### src/rtl/piso_serializer_pkg.sv
// piso_serializer_pkg: shared types and constants for the serializer slice.
// Holds the FSM state enum, the bit-counter width helper and the gap-counter width.
package piso_serializer_pkg;

    typedef enum logic [1:0] {
        IDLE,
        SHIFT,
        GAP,
        PARITY
    } state_e;

    localparam int GAP_CNT_W = 8;

    // Width of a counter that must hold WIDTH-1; never below one bit.
    function automatic int bit_cnt_w(input int width);
        return (width > 2) ? $clog2(width) : 1;
    endfunction

endpackage

### src/rtl/piso_serializer_if.sv
// piso_serializer_if: valid/ready word handshake into the serializer.
// master (source): drives in_data/in_valid, sees in_ready; slave (serializer): the reverse.
interface piso_serializer_if #(
    parameter int WIDTH = 4
);

    logic [WIDTH-1:0] in_data;
    logic             in_valid;
    logic             in_ready;

    modport master (
        output in_data,
        output in_valid,
        input  in_ready
    );

    modport slave (
        input  in_data,
        input  in_valid,
        output in_ready
    );

endinterface

### src/rtl/piso_gap_counter.sv
// piso_gap_counter: loadable down-counter with a zero flag for the inter-word gap.
// Ports: clk, reset (async, active-high), load/load_val, dec, zero (count == 0).
module piso_gap_counter
    import piso_serializer_pkg::*;
(
    input  logic                 clk,
    input  logic                 reset,
    input  logic                 load,
    input  logic [GAP_CNT_W-1:0] load_val,
    input  logic                 dec,
    output logic                 zero
);

    logic [GAP_CNT_W-1:0] cnt_q;
    logic [GAP_CNT_W-1:0] cnt_d;

    // Saturates at zero so a stray decrement can never wrap.
    always_comb begin
        cnt_d = cnt_q;
        if (load) begin
            cnt_d = load_val;
        end else if (dec && (cnt_q != '0)) begin
            cnt_d = cnt_q - 1'b1;
        end
    end

    always_ff @(posedge clk or posedge reset) begin
        if (reset) begin
            cnt_q <= '0;
        end else begin
            cnt_q <= cnt_d;
        end
    end

    assign zero = (cnt_q == '0);

endmodule

### src/rtl/piso_serializer.sv
// piso_serializer: parallel-in serial-out word serializer, MSB first, valid/ready input.
// Ports: clk, reset (async, active-high), in_if (slave: in_data/in_valid/in_ready),
// serial_out, frame_active, done. WIDTH >= 2, GAP_CYCLES 0..255.
// Optional macro PISO_SERIALIZER_PARITY_EN appends an even-parity bit to every frame.
module piso_serializer
    import piso_serializer_pkg::*;
#(
    parameter int WIDTH      = 4,
    parameter int GAP_CYCLES = 0
) (
    input  logic                   clk,
    input  logic                   reset,
    piso_serializer_if.slave       in_if,
    output logic                   serial_out,
    output logic                   frame_active,
    output logic                   done
);

    localparam int CNT_W = bit_cnt_w(WIDTH);
    localparam logic [CNT_W-1:0] CNT_LOAD = CNT_W'(WIDTH - 1);
    localparam bit HAS_GAP = (GAP_CYCLES > 0);
    // The gap counter runs GAP_CYCLES-1 .. 0, one state cycle per value.
    localparam logic [GAP_CNT_W-1:0] GAP_LOAD =
        HAS_GAP ? GAP_CNT_W'(GAP_CYCLES - 1) : '0;

    state_e           state_q;
    state_e           state_d;
    logic [WIDTH-1:0] sr_q;
    logic [WIDTH-1:0] sr_d;
    logic [CNT_W-1:0] bit_cnt_q;
    logic [CNT_W-1:0] bit_cnt_d;
    logic             so_q;
    logic             so_d;
    logic             fa_q;
    logic             fa_d;
    logic             done_q;
    logic             done_d;
`ifdef PISO_SERIALIZER_PARITY_EN
    logic             par_q;
    logic             par_d;
`endif

    logic accept;
    logic ready;
    logic do_load;
    logic end_frame;
    logic gap_load;
    logic gap_dec;
    logic gap_zero;

    // done_q marks the final frame bit, which is also the only
    // non-idle cycle where a back-to-back word may be taken.
    assign ready = !reset &&
                   ((state_q == IDLE) || (!HAS_GAP && done_q));
    assign in_if.in_ready = ready;
    assign accept = in_if.in_valid && ready;

    always_comb begin
        state_d   = state_q;
        sr_d      = sr_q;
        bit_cnt_d = bit_cnt_q;
        so_d      = so_q;
        fa_d      = fa_q;
        done_d    = 1'b0;
`ifdef PISO_SERIALIZER_PARITY_EN
        par_d     = par_q;
`endif
        do_load   = 1'b0;
        end_frame = 1'b0;
        gap_load  = 1'b0;
        gap_dec   = 1'b0;

        unique case (state_q)
            IDLE: begin
                so_d    = 1'b0;
                fa_d    = 1'b0;
                do_load = accept;
            end
            SHIFT: begin
                if (bit_cnt_q != '0) begin
                    sr_d      = sr_q << 1;
                    so_d      = sr_q[WIDTH-2];
                    bit_cnt_d = bit_cnt_q - 1'b1;
`ifdef PISO_SERIALIZER_PARITY_EN
                end else begin
                    state_d = PARITY;
                    so_d    = par_q;
                    done_d  = 1'b1;
                end
`else
                    done_d    = (bit_cnt_q == CNT_W'(1));
                end else begin
                    end_frame = 1'b1;
                end
`endif
            end
            PARITY: begin
                end_frame = 1'b1;
            end
            GAP: begin
                so_d = 1'b0;
                fa_d = 1'b0;
                if (gap_zero) begin
                    state_d = IDLE;
                end else begin
                    gap_dec = 1'b1;
                end
            end
            default: begin
                state_d = IDLE;
                so_d    = 1'b0;
                fa_d    = 1'b0;
            end
        endcase

        if (end_frame) begin
            if (HAS_GAP) begin
                state_d  = GAP;
                gap_load = 1'b1;
                so_d     = 1'b0;
                fa_d     = 1'b0;
            end else if (accept) begin
                do_load = 1'b1;
            end else begin
                state_d = IDLE;
                so_d    = 1'b0;
                fa_d    = 1'b0;
            end
        end

        if (do_load) begin
            state_d   = SHIFT;
            sr_d      = in_if.in_data;
            so_d      = in_if.in_data[WIDTH-1];
            fa_d      = 1'b1;
            bit_cnt_d = CNT_LOAD;
`ifdef PISO_SERIALIZER_PARITY_EN
            par_d     = ^in_if.in_data;
`endif
        end
    end

    always_ff @(posedge clk or posedge reset) begin
        if (reset) begin
            state_q   <= IDLE;
            sr_q      <= '0;
            bit_cnt_q <= '0;
            so_q      <= 1'b0;
            fa_q      <= 1'b0;
            done_q    <= 1'b0;
`ifdef PISO_SERIALIZER_PARITY_EN
            par_q     <= 1'b0;
`endif
        end else begin
            state_q   <= state_d;
            sr_q      <= sr_d;
            bit_cnt_q <= bit_cnt_d;
            so_q      <= so_d;
            fa_q      <= fa_d;
            done_q    <= done_d;
`ifdef PISO_SERIALIZER_PARITY_EN
            par_q     <= par_d;
`endif
        end
    end

    piso_gap_counter u_gap (
        .clk      (clk),
        .reset    (reset),
        .load     (gap_load),
        .load_val (GAP_LOAD),
        .dec      (gap_dec),
        .zero     (gap_zero)
    );

    assign serial_out   = so_q;
    assign frame_active = fa_q;
    assign done         = done_q;

endmodule

### src/flat_wrapper.sv
// flat-port wrapper written by rule: the top's interface ports become plain ports
module piso_serializer_flat import piso_serializer_pkg::*;
#(
    parameter int WIDTH      = 4,
    parameter int GAP_CYCLES = 0
)
  (clk, reset, serial_out, frame_active, done, in_if_in_data, in_if_in_valid, in_if_in_ready);
  piso_serializer_if #(.WIDTH(WIDTH)) in_if_i ();
  input  logic clk;
  input  logic reset;
  output logic serial_out;
  output logic frame_active;
  output logic done;
  input wire logic [$bits(in_if_i.in_data)-1:0] in_if_in_data;
  input wire logic [$bits(in_if_i.in_valid)-1:0] in_if_in_valid;
  output wire logic [$bits(in_if_i.in_ready)-1:0] in_if_in_ready;
  assign in_if_i.in_data = in_if_in_data;
  assign in_if_i.in_valid = in_if_in_valid;
  assign in_if_in_ready = in_if_i.in_ready;
  piso_serializer #(.WIDTH(WIDTH), .GAP_CYCLES(GAP_CYCLES)) u_core (.clk(clk), .reset(reset), .in_if(in_if_i), .serial_out(serial_out), .frame_active(frame_active), .done(done));
endmodule
### config.mk
export PLATFORM = sky130hd
export DESIGN_NAME = piso_serializer_flat
export DESIGN_NICKNAME = d
export VERILOG_FILES = /design/src/rtl/piso_serializer_pkg.sv /design/src/rtl/piso_serializer_if.sv /design/src/rtl/piso_gap_counter.sv /design/src/rtl/piso_serializer.sv /design/src/flat_wrapper.sv
export SDC_FILE = /design/constraint.sdc
export NUM_CORES = 1
export LEC_CHECK = 0
export CORE_MARGIN = 4
export CORE_UTILIZATION = 32
export CTS_CLUSTER_SIZE = 10
export DETAILED_ROUTE_END_ITERATION = 8
export SETUP_SLACK_MARGIN = 0.5
export SLEW_MARGIN = 10
export SYNTH_ARGS = -nofsm -noshare
export SYNTH_HDL_FRONTEND = slang
export SYNTH_SLANG_ARGS = --single-unit
export TNS_END_PERCENT = 100
### constraint.sdc
create_clock -name clk -period 3.4 [get_ports clk]
set_clock_uncertainty 0.1 [all_clocks]
set_input_delay 0.68 -clock clk [delete_from_list [all_inputs] [get_ports clk]]
set_output_delay 0.68 -clock clk [all_outputs]
set_load 0.02 [all_outputs]
### Word-level counts from Yosys, hierarchy flattened

Index checks and enable logic that the tools add are counted.
Widths: inputs -> output; s select.

| word-level totals | value |
|---|---|
| output and inout port bits | 4 |
| register bits after elaboration | 18 |

| operators by class | value |
|---|---|
| equal/unequal tests | 4 |
| add/sub/neg operators | 2 |
| reduce and logical (&&, ||, !) cells | 13 |
| mux-type cells | 29 |

Operators by type and width:

| kind | count |
|---|---|
| $mux 1 | 16 |
| $mux 2 | 8 |
| $mux 3 | 3 |
| $logic_not 8->1 | 1 |
| $reduce_bool 8->1 | 1 |
| $sub 8x1->8 const B | 1 |
| $reduce_bool 2->1 | 3 |
| $eq 2x1->1 const B | 2 |
| $eq 2x2->1 const B | 2 |
| $pmux 1 s2 | 2 |
| $logic_and 1x1->1 | 3 |
| $logic_not 2->1 | 1 |
| $reduce_and 2->1 | 1 |
| $reduce_or 2->1 | 1 |
| $sub 2x1->2 const B | 1 |
| $logic_not 1->1 | 1 |
| $logic_or 1x1->1 | 1 |

### Depth between registers and ports, before layout

Gate-level depths: netlist of run 1.

| depth | value |
|---|---|
| word-level depth | 9 |
| gate-level depth with buffers | 6 |
| depth with buffers taken out | 5 |

### By module

A second synthesis of run 1 with hierarchy kept.

| unflattened totals | value |
|---|---|
| cell total of the unflattened synthesis | 105 |
| area total of the unflattened synthesis | 992.2 um^2 |

By module, submodules not included:

| module | instances | cells each | area each (um^2) |
|---|---|---|---|
| piso_serializer | 1 | 52 | 496.7 |
| piso_gap_counter | 1 | 53 | 495.5 |

### Worst setup path before layout of run 1

No wires, ideal clock.

| path | value |
|---|---|
| path type | register -> register |
| from | register u_core.bit_cnt_q[0] |
| to | register u_core.sr_q[1] |
| slack | 1.623 ns |
| setup time | 0.126 ns |
| required time | 3.174 ns |
| arrival time | 1.551 ns |
| stages on the path, launching flop included | 7 |
| path through | dfrtp_1 inv_1 ha_1 o21ai_1 a2111o_1 buf_2 a221o_1 |

| between the ends | value |
|---|---|
| longest elaborated chain between the ends | 6 |

RTL lines:

| item | line | source |
|---|---|---|
| start, declared | piso_serializer.sv:30 | `logic [CNT_W-1:0] bit_cnt_q;` |
| start signal, assigned | piso_serializer.sv:157 | `bit_cnt_q <= bit_cnt_d;` |
| $reduce_bool 2->1 * | piso_serializer.sv:80 | `if (bit_cnt_q != '0) begin` |
| $mux 1 | piso_serializer.sv:80 |  |
| $pmux 1 s2 | piso_serializer.sv:73 | `unique case (state_q)` |
| $mux 1 | piso_serializer.sv:116 | `if (end_frame) begin` |
| $reduce_bool 2->1 (no source line) | -- |  |
| $reduce_and 2->1 (no source line) | -- |  |
| end signal, assigned | piso_serializer.sv:156 | `sr_q <= sr_d;` |
| end, declared | piso_serializer.sv:28 | `logic [WIDTH-1:0] sr_q;` |

Mark *: on every way between the ends. The rest lies on a longest branch, timed or not.
A chain may end at the register's enable or synchronous reset.

### Worst setup path in the final report of run 1

| path | value |
|---|---|
| from | input reset |
| to | output in_if_in_ready |

| between the ends | value |
|---|---|
| longest elaborated chain between the ends | 2 |

RTL lines:

| item | line | source |
|---|---|---|
| start, declared | flat_wrapper.sv:10 | `input logic reset;` |
| $logic_not 1->1 (no source line) | -- |  |
| $logic_and 1x1->1 | piso_serializer.sv:53 | `assign ready = !reset &&` |
| end, declared | flat_wrapper.sv:16 | `output wire logic [$bits(in_if_i.in_ready)-1:0] in_if_in_ready;` |

Every way passes these cells.

==> results of run 1 <==
[metrics by stage]
stage	area, um^2	total power, uW	hold slack [ns]	utilization
4_1_cts	1064	615.8	0.4060	0.3857
5_1_grt	1064	660.3	0.4551	0.3857
3_3_place_gp	1041	504.3	0.3692	0.3775
2_1_floorplan	919.6	441.6	0.3721	-
6_report	1064	608.3	0.3947	0.3857
3_5_place_dp	1041	509.9	0.3814	0.3775
[worst reg2reg max path: stages, from the launching register on]
cell and delay [ns]:
dfrtp_1 0.42, inv_1 0.09, ha_1 0.19, o21ai_1 0.10, a2111o_1 0.56, a221o_1 0.36
[flip-flops by register name (all words and copies together) (netlist names)]
name and cells:
u_core.done 1, u_core.u_gap.cnt_q 8, u_core.bit_cnt_q 2, u_core.sr_q 3, u_core.serial_out 1, u_core.state_q 2, u_core.frame_active 1
[cell type report]
type,instances,area (um^2),share of cell area
Clock buffer,3,22.52,0.02118
Inverter,10,37.54,0.03529
Multi-Input combinational cell,61,414.1,0.3894
Sequential cell,18,450.4,0.4235
Tap cell,31,38.79,0.03647
Timing Repair Buffer,10,100.1,0.09412
[cells in the final DEF (no fill, tap or decap), types with 2 or more instances in the layout]
master,n
clkdlybuf4s50_1,10
inv_1,10
nand2_1,10
nor2_1,7
o21ai_0,2
a2111oi_0,2
mux2_2,4
nand2b_1,2
nor3_1,5
dfrtp_1,18
nor2b_1,3
clkbuf_4,3
nand3_1,2
ha_1,3
o211ai_1,2
a221o_1,2
o21ai_1,2
mux2i_1,2
[worst max-delay path by stage]
stage                                    from        endpoint  slack (ns)  cells past startpoint
after floorplan           u_core.bit_cnt_q[0]  u_core.sr_q[1]        1.62                      6
after global placement                  reset  in_if_in_ready        0.75                      3
after detailed placement                reset  in_if_in_ready        0.73                      3
after CTS                               reset  in_if_in_ready        0.73                      3
after global routing                    reset  in_if_in_ready        0.72                      3
final                                   reset  in_if_in_ready        0.74                      3
[power groups by stage]
stage,clock (uW),combinational (uW),sequential [uW]
after floorplan,0,143,298
after global placement,0,205,299
after detailed placement,0,208,302
after CTS,109,210,298
after global routing,119,237,305
final,103,208,298
[cells by family (layout without fill, tap and decap cells)]
kind of cell	count (synthesis)	after routing
buf+inv	14	23
xor+xnor	1	1
fa+ha+maj	3	3
flops	18	18
simple gates	37	37
compound gates	14	14
mux	6	6
[metal layers]
metal	track usage	vias up
met5	0	-
met4	0.05152	0
met3	0.01258	0
met2	0.1839	4
met1	0.1313	329
li1	-	340
==> metrics, run 1 <==
number of clock buffers inserted by TritonCTS 3; Setup TNS 0 ns; time the worst path needs with I/O delays and setup 2.664 ns; most common cell in the netlist dfrtp_1; antenna viol nets, final 0; classification of the worst-slack hold path flop to flop; top-area cell type share of the netlist area 0.4898; data arrival at the endpoint of the critical path 1.88 ns; gpl congestion between 0.7 and 0.8; minimum setup slack after placement about 0.73 ns; post-synthesis mux area share 0.07075; WP data required ~2.6 ns; Max-Cap Viols 0; # placed instances 130; diode count 0; power density over the cells about 570 nW/um^2; share of synthesized area occupied by flip-flops and latches 0.4898; area enclosed by the die boundary ~3800 um^2; maximum vdd drop 0.3558 mV; count of pins over their slew limit 0; DRT Wirelength ~1700 um; Sequential Power Share 0.489; wire length of the first global-routing pass approximately 3000 um; Core ar. between 2000 and 3000 um^2; quantity of hold-fixing buffers added after cts 0; routed wire length on met2 ~850 um; Internal Pwr Total 398.8 uW; most frequent cells after synthesis dfrtp_1, inv_1, nand2_1; CP Max Fanout 5; initial antenna violation count 0; number of flops mapped to enable cells by yosys 0; Initial Util 0.3335; slowest stage cell on the critical path clkdlybuf4s50_1; maximum root-to-sink buffer count 2; adder-cell share of the synthesized area 0.04082; Critical Path Max Stage Delay around 0.6 ns; relative slew slack 0.5470; I/O pin cnt 11; number of nets at the end of the flow between 100 and 150; via count normalized by instance count 5.060; Clock power frac 0.170; total DRC errors in the routed layout 0; outcome complete, no violations; WP buf/inv 2; depth of the most critical reg-to-reg path 5; clock edge transition at the registers on the reported setup and hold paths roughly 0.090 ns; Critical Path Source Type primary input; metal3 WL between 10 and 15 um; global routing usage summed across all routing layers 0.1068; average footprint of a synthesized cell approximately 10 um^2; Final Hold Vio Count 0; via count of the first global-routing pass just over 700; net count after synthesis 103; Syn Inst Count between 90 and 100; endpoint kind of the worst setup timing path primary output; capturing point of the worst reg2reg path u_core.sr_q[1]; growth of design area from synthesis to finish 15.65%; estimated wirelength of the detail-placed design approximately 1300 um; count of placed standard cells in the final layout, fillers left out about 130; number of optimization iterations in the first detailed-route pass 4; upper clock frequency limit around 0.38 GHz; largest net degree at the start of global routing 19; horizontal die dimension ~60 um; fraction of synthesized cell area in xor and xnor cells 0.009524; Async S/R FF share, synth 1.000; hold worst-path end u_core.frame_active; final worst slack roughly 0.74 ns; switching component of the power between 200 and 250 uW; share of layout cells above drive strength 1 0.08824; Setup Viol. Count Final 0; routed length per instance approximately 13 um; buffers added on ports 10; Main synth FF type dfrtp_1; Area contributors post-synth dfrtp_1, mux2_2, ha_1; path type of the worst setup path primary input to primary output; main combinational cell family by area after synthesis simple AND/OR/NAND/NOR gates; synthesized cell area around 900 um^2; master cell of the clock root buffer clkbuf_4; register bit total from synthesis 18; Post-CTS Setup Bufs 0; combinational share of power 0.341; Compound-Gate Fraction of Synth Area 0.1129; number of vias in the routed layout 673; Synth warnings 0; number of DRC markers after the initial detailed-route iteration 18; Leak just over 0.0005 uW; FF-to-FF setup slack 1.48 ns; clk_lat worst skew between 0.2 and 0.3 ns; number of levels in the clock H-tree 1; post-route fraction of the period consumed by the critical path 0.7836; hold path start u_core.frame_active; total overflow reported by the global router 0; Post-Synth Simple-Gate Area 0.2163; highest metal layer with signal wires met3; distinct cell type count after synthesis 32; switching part of the total power 0.3443; CTS tree built; delay-heaviest family, CP buffers and inverters; RSZ-0062 raised after global routing no; CP dominant cell by count clkdlybuf4s50_1; cells along the critical path clkdlybuf4s50_1, nor2_1, clkdlybuf4s50_1; die outline height around 60 um; fillers 273; number of sinks driven by the clock tree 18; startpoint of the worst-slack reg-to-reg timing path u_core.bit_cnt_q[0]; transition time of the tightest slew-check pin 0.6788 ns; Placement Rows 19; top cell type by total area after synthesis dfrtp_1; routed length on met1 ~800 um; Hold Crit Depth 2; PostCTS Resize Cnt 0
(Power assumes the default switching activity.)
==> run 2, diff against run 1 <==
Clock period 3.4 ns to 2.7 ns, I/O delays scaled along.
==> run 2 against run 1 <==
  * Die area did not move
  * Power increased by 35%
  * Combinational power rose by 32%
  * Non-clock buffer count grew 1
  * Worst hold slack lost 0.0013 ns
  * Clock power rose by 68%
  * First-iteration DRC count fell by 17%
  * Worst setup slack worse by 0.15 ns
  * Core utilization up 0.73 points
  * Register-to-register slack lost 0.69 ns
  * Clock-buffer cell count up 1
  * Critical path depth unchanged
  * Largest cell class unchanged
  * Largest power group unchanged
  * Highest routed layer is now met4
==> metrics, run 2 (synthesis results as in run 1) <==
diode count 0; CP Max Fanout 5; time the worst path needs with I/O delays and setup 2.116 ns; relative slew slack 0.5315; PostCTS Resize Cnt 1; data arrival at the endpoint of the critical path around 1.5 ns; WP data required ~2.1 ns; Clock power frac 0.211; slowest stage cell on the critical path clkdlybuf4s50_1; biggest regs u_core.u_gap.cnt_q (8), u_core.sr_q (3); total overflow reported by the global router 0; via count normalized by instance count 5.304; number of clock buffers inserted by TritonCTS 3; global routing usage summed across all routing layers 0.1030; Critical Path Source Type primary input; number of vias in the routed layout approximately 720; power density over the cells between 700 and 800 nW/um^2; Critical Path Max Stage Delay roughly 0.46 ns; number of levels in the clock H-tree 1; Leak 0.0005338 uW; fillers between 200 and 300; maximum vdd drop roughly 0.36 mV; share of layout cells above drive strength 1 0.1058; Most flops, register u_core.u_gap.cnt_q; Setup Viol. Count Final 0; buffers added on ports 10; combinational share of power 0.334; final core area utilization 0.3929; hold path start u_core.frame_active; largest net degree at the start of global routing 19; gpl congestion roughly 0.73; leading cell types in the layout, fill and taps excluded dfrtp_1, inv_1, nand2_1; # placed instances 131; transition time of the tightest slew-check pin 0.7020 ns; number of optimization iterations in the first detailed-route pass 4; classification of the worst-slack hold path flop to flop; depth of the most critical reg-to-reg path 5; count of pins over their slew limit 0; estimated wirelength of the detail-placed design roughly 1300 um; master cell of the clock root buffer clkbuf_4; number of sinks driven by the clock tree 18; Initial Util 0.3335; clock edge transition at the registers on the reported setup and hold paths approximately 0.11 ns; Final Hold Vio Count 0; Setup TNS 0 ns; Placement Rows 19; leading cell type in the layout, fill and taps excluded dfrtp_1; post-route fraction of the period consumed by the critical path 0.7836; I/O pin cnt 11; antenna viol nets, final 0; Internal Pwr Total roughly 540 uW; hold worst-path end u_core.frame_active; Hold Crit Depth 2; clk_lat worst skew 0.30 ns; Max-Cap Viols 0; DRT Wirelength 1799 um; area enclosed by the die boundary 3796 um^2; outcome complete, no violations; total DRC errors in the routed layout 0; quantity of hold-fixing buffers added after cts 0; cells along the critical path clkdlybuf4s50_1, nor2_1, dlygate4sd2_1; Sequential Power Share 0.455; Post-CTS Setup Bufs 0; flip-flop count of the largest register after layout 8; maximum root-to-sink buffer count 2; RSZ-0062 raised after global routing no; total power between 800 and 900 uW; FF-to-FF setup slack slightly below 0.8 ns; capturing point of the worst reg2reg path u_core.sr_q[1]; growth of design area from synthesis to finish 17.82%; count of placed standard cells in the final layout, fillers left out 135; endpoint kind of the worst setup timing path primary output; number of DRC markers after the initial detailed-route iteration 15; initial antenna violation count 0; number of nets at the end of the flow approximately 120; via count of the first global-routing pass 657; Core ar. roughly 2800 um^2; CTS tree built; die outline height 61.61 um; startpoint of the worst-slack reg-to-reg timing path u_core.bit_cnt_q[0]; switching component of the power 280.5 uW; wire length of the first global-routing pass 2918 um; path type of the worst setup path primary input to primary output; routed length per instance 13.33 um; switching part of the total power 0.3417; upper clock frequency limit 0.4726 GHz; critical path launch point reset; horizontal die dimension between 60 and 70 um
run 2: final cells by class:
cell class                      instances  area [um^2]  area share
Tap cell                               31        38.79     0.03580
Timing Repair Buffer                   11        106.4     0.09815
Clock buffer                            4        36.28     0.03349
Sequential cell                        18        450.4      0.4157
Multi-Input combinational cell         61        414.1      0.3822
Inverter                               10        37.54     0.03464
run 2: worst max-delay path, delay by kind of cell:
family	cells	cell delay [ns]
AND/OR/NAND/NOR	1	0.13
buffers and inverters	2	0.81
run 2: how the worst max path moves through the flow:
stage	end	slack (ns)	cells past startpoint
after detailed placement	in_if_in_ready	0.30	3
after floorplan	u_core.sr_q[1]	0.92	6
after global routing	in_if_in_ready	0.53	3
after CTS	in_if_in_ready	0.59	3
final	in_if_in_ready	0.58	3
after global placement	in_if_in_ready	0.33	3
run 2: through the flow:
stage / cell area [um^2] / hold WS, ns / worst slack, ns
after floorplan: 919.6 / 0.3721 / 0.9230
after global placement: 1049 / 0.3684 / 0.3312
after detailed placement: 1049 / 0.3776 / 0.3042
after CTS: 1084 / 0.4080 / 0.5885
after global routing: 1084 / 0.4519 / 0.5349
final: 1084 / 0.3934 / 0.5842
run 2: per-layer routing:
layer | vias to the layer above | global-route usage | part of all wire | wire length [um]
li1 | 346 | - | - | -
met1 | 352 | 0.1378 | 0.47 | 847
met2 | 13 | 0.1659 | 0.49 | 882
met3 | 5 | 0.006289 | 0.012 | 21
met4 | 0 | 0.05455 | 0.027 | 48
met5 | - | 0 | 0 | 0
run 2: power groups by stage:
| stage | registers, uW | logic, uW | clock network (uW) |
|---|---|---|---|
| floorplan | 376 | 180 | 0 |
| global placement | 377 | 273 | 0 |
| detailed placement | 379 | 279 | 0 |
| CTS | 375 | 277 | 178 |
| global route | 383 | 303 | 190 |
| finish | 374 | 274 | 173 |
==> run 3, diff against run 2 <==
Clock period 2.7 ns to 2 ns, I/O delays scaled along.
==> run 3 against run 2 <==
  * Sequential power grew 33%
  * Die area unchanged
  * Largest cell class is now multi-input gates
  * Critical endpoint is now u_core.u_gap.cnt_q[5]
  * Critical path depth unchanged
  * Highest routed layer unchanged
  * Non-clock buffer count is 21 higher
  * Core utilization rose by 9.4 points
==> metrics, run 3 (synthesis results as in run 1) <==
DRT Wirelength roughly 2100 um; routed length per instance about 13 um; flip-flop count of the largest register after layout 8; number of clock buffers inserted by TritonCTS 3; metal3 WL about 17 um; gpl congestion approximately 0.74; upper clock frequency limit 0.5845 GHz; RSZ-0062 raised after global routing yes; I/O pin cnt 11; maximum vdd drop a little under 0.5 mV; startpoint of the worst-slack reg-to-reg timing path u_core.u_gap.cnt_q[1]; diode count 0; Setup TNS 0 ns; area enclosed by the die boundary approximately 3800 um^2; relative slew slack 0.7564; Core ar. around 2800 um^2; WP buf/inv 0; number of optimization iterations in the first detailed-route pass 4; endpoint kind of the worst setup timing path flop; estimated wirelength of the detail-placed design ~1400 um; logic depth of the worst setup path including buffers 3; fillers 260; delay-heaviest family, CP simple AND/OR/NAND/NOR gates; capturing point of the worst reg2reg path u_core.u_gap.cnt_q[5]; quantity of hold-fixing buffers added after cts 0; hold path start u_core.frame_active; critical path launch point u_core.u_gap.cnt_q[1]; number of DRC markers after the initial detailed-route iteration 36; antenna viol nets, final 0; largest net degree at the start of global routing 13; time the worst path needs with I/O delays and setup roughly 1.7 ns; routed wire length on met2 around 1100 um; FF-to-FF setup slack slightly below 0.3 ns; maximum root-to-sink buffer count 2; classification of the worst-slack hold path flop to flop; worst hold slack approximately 0.4 ns; via count of the first global-routing pass ~760; Setup Viol. Count Final 0; transition time of the tightest slew-check pin around 0.36 ns; CTS tree built; count of pins over their slew limit 0; minimum setup slack after placement -0.03924 ns; number of levels in the clock H-tree 1; routed length on met1 about 910 um; Placement Rows 19; total overflow reported by the global router 0; data arrival at the endpoint of the critical path between 1.5 and 2 ns; Max-Cap Viols 0; initial antenna violation count 0; master cell of the clock root buffer clkbuf_4; total DRC errors in the routed layout 0; total power 1275 uW; WP data required approximately 2.1 ns; slowest stage cell on the critical path or4b_4; Leak around 0.00066 uW; Final Hold Vio Count 0; CP Max Fanout 4; growth of design area from synthesis to finish 46.12%; highest metal layer with signal wires met4; Critical Path Source Type flop; leading cell types in the layout, fill and taps excluded buf_4, dfrtp_1, nand2_1; via count normalized by instance count roughly 5.1; path type of the worst setup path flop to flop; horizontal die dimension 61.61 um; Critical Path Max Stage Delay 0.57 ns; biggest regs u_core.u_gap.cnt_q (8), u_core.sr_q (3); clock edge transition at the registers on the reported setup and hold paths about 0.10 ns; Hold Crit Depth 2; power density over the cells about 950 nW/um^2; Most flops, register u_core.u_gap.cnt_q; clk_lat worst skew about 0.29 ns; number of sinks driven by the clock tree 18; outcome complete, no violations; buffers added on ports 10; global routing usage summed across all routing layers 0.1206; # placed instances 136; cells along the critical path or4b_4, nor4_2, mux2_2; post-route fraction of the period consumed by the critical path 0.8554; final worst slack a little under 0.3 ns; count of placed standard cells in the final layout, fillers left out approximately 160; number of vias in the routed layout a little under 800; share of layout cells above drive strength 1 0.4400; depth of the most critical reg-to-reg path 3; critical path capture point u_core.u_gap.cnt_q[5]; number of nets at the end of the flow about 140; wire length of the first global-routing pass around 3400 um; Initial Util 0.3335; leading cell type in the layout, fill and taps excluded buf_4; die outline height between 60 and 70 um
## run 3: cell types whose count changed in the layout (fill, tap and decap cells not counted), sizes merged
cell           change
clkbuf             +2
dlygate4sd2        -1
clkdlybuf4s50      -3
buf               +23
## run 3: timing repair
item / 4_1_cts / 5_1_grt
setup buffers: 6 / 10
setup endpoints to repair: 20 / 21
pin swaps: 7 / 6
gates resized for setup: 25 / 14
## run 3: per-stage QoR
| step | area [um^2] | utilization |
|---|---|---|
| detailed placement | 1116 | 0.4047 |
| finish | 1344 | 0.4873 |
| global route | 1344 | 0.4873 |
| floorplan | 944.7 | - |
| CTS | 1251 | 0.4537 |
| global placement | 1116 | 0.4047 |
## run 3: tightest hold or removal path: stages (launching register included)
cell,delay [ns]
dfrtp_1,0.36
nand2_1,0.06
nand2_2,0.05
## run 3: routing by layer
metal,GRT usage,vias to the layer above
met1,0.1406,391
met5,0,-
met4,0.04545,0
met2,0.2242,8
met3,0.01258,4
li1,-,387
## run 3: how the worst min path moves through the flow
| stage | to | slack (ns) |
|---|---|---|
| final | u_core.frame_active | 0.40 |
| after global routing | u_core.serial_out | 0.43 |
| after CTS | u_core.frame_active | 0.39 |
| after detailed placement | u_core.frame_active | 0.36 |
| after global placement | u_core.frame_active | 0.36 |
| after floorplan | u_core.bit_cnt_q[0] | 0.24 |
## run 3: cell type report
cell class	instances	area [um^2]	area share
multi-input cells	61	510.5	0.3799
repair buffers	32	267.8	0.1993
flip-flops and latches	18	452.9	0.3371
inverters	10	37.54	0.02793
clock buffers	4	36.28	0.02700
well taps	31	38.79	0.02886
## run 3: report_power, final
| group | switching (uW) | internal [uW] | leakage (uW) | total, uW |
|---|---|---|---|---|
| Clock | 114 | 111 | 0.0000210 | 225 |
| Combinational | 276 | 279 | 0.000405 | 555 |
| Sequential | 52.6 | 443 | 0.000236 | 496 |
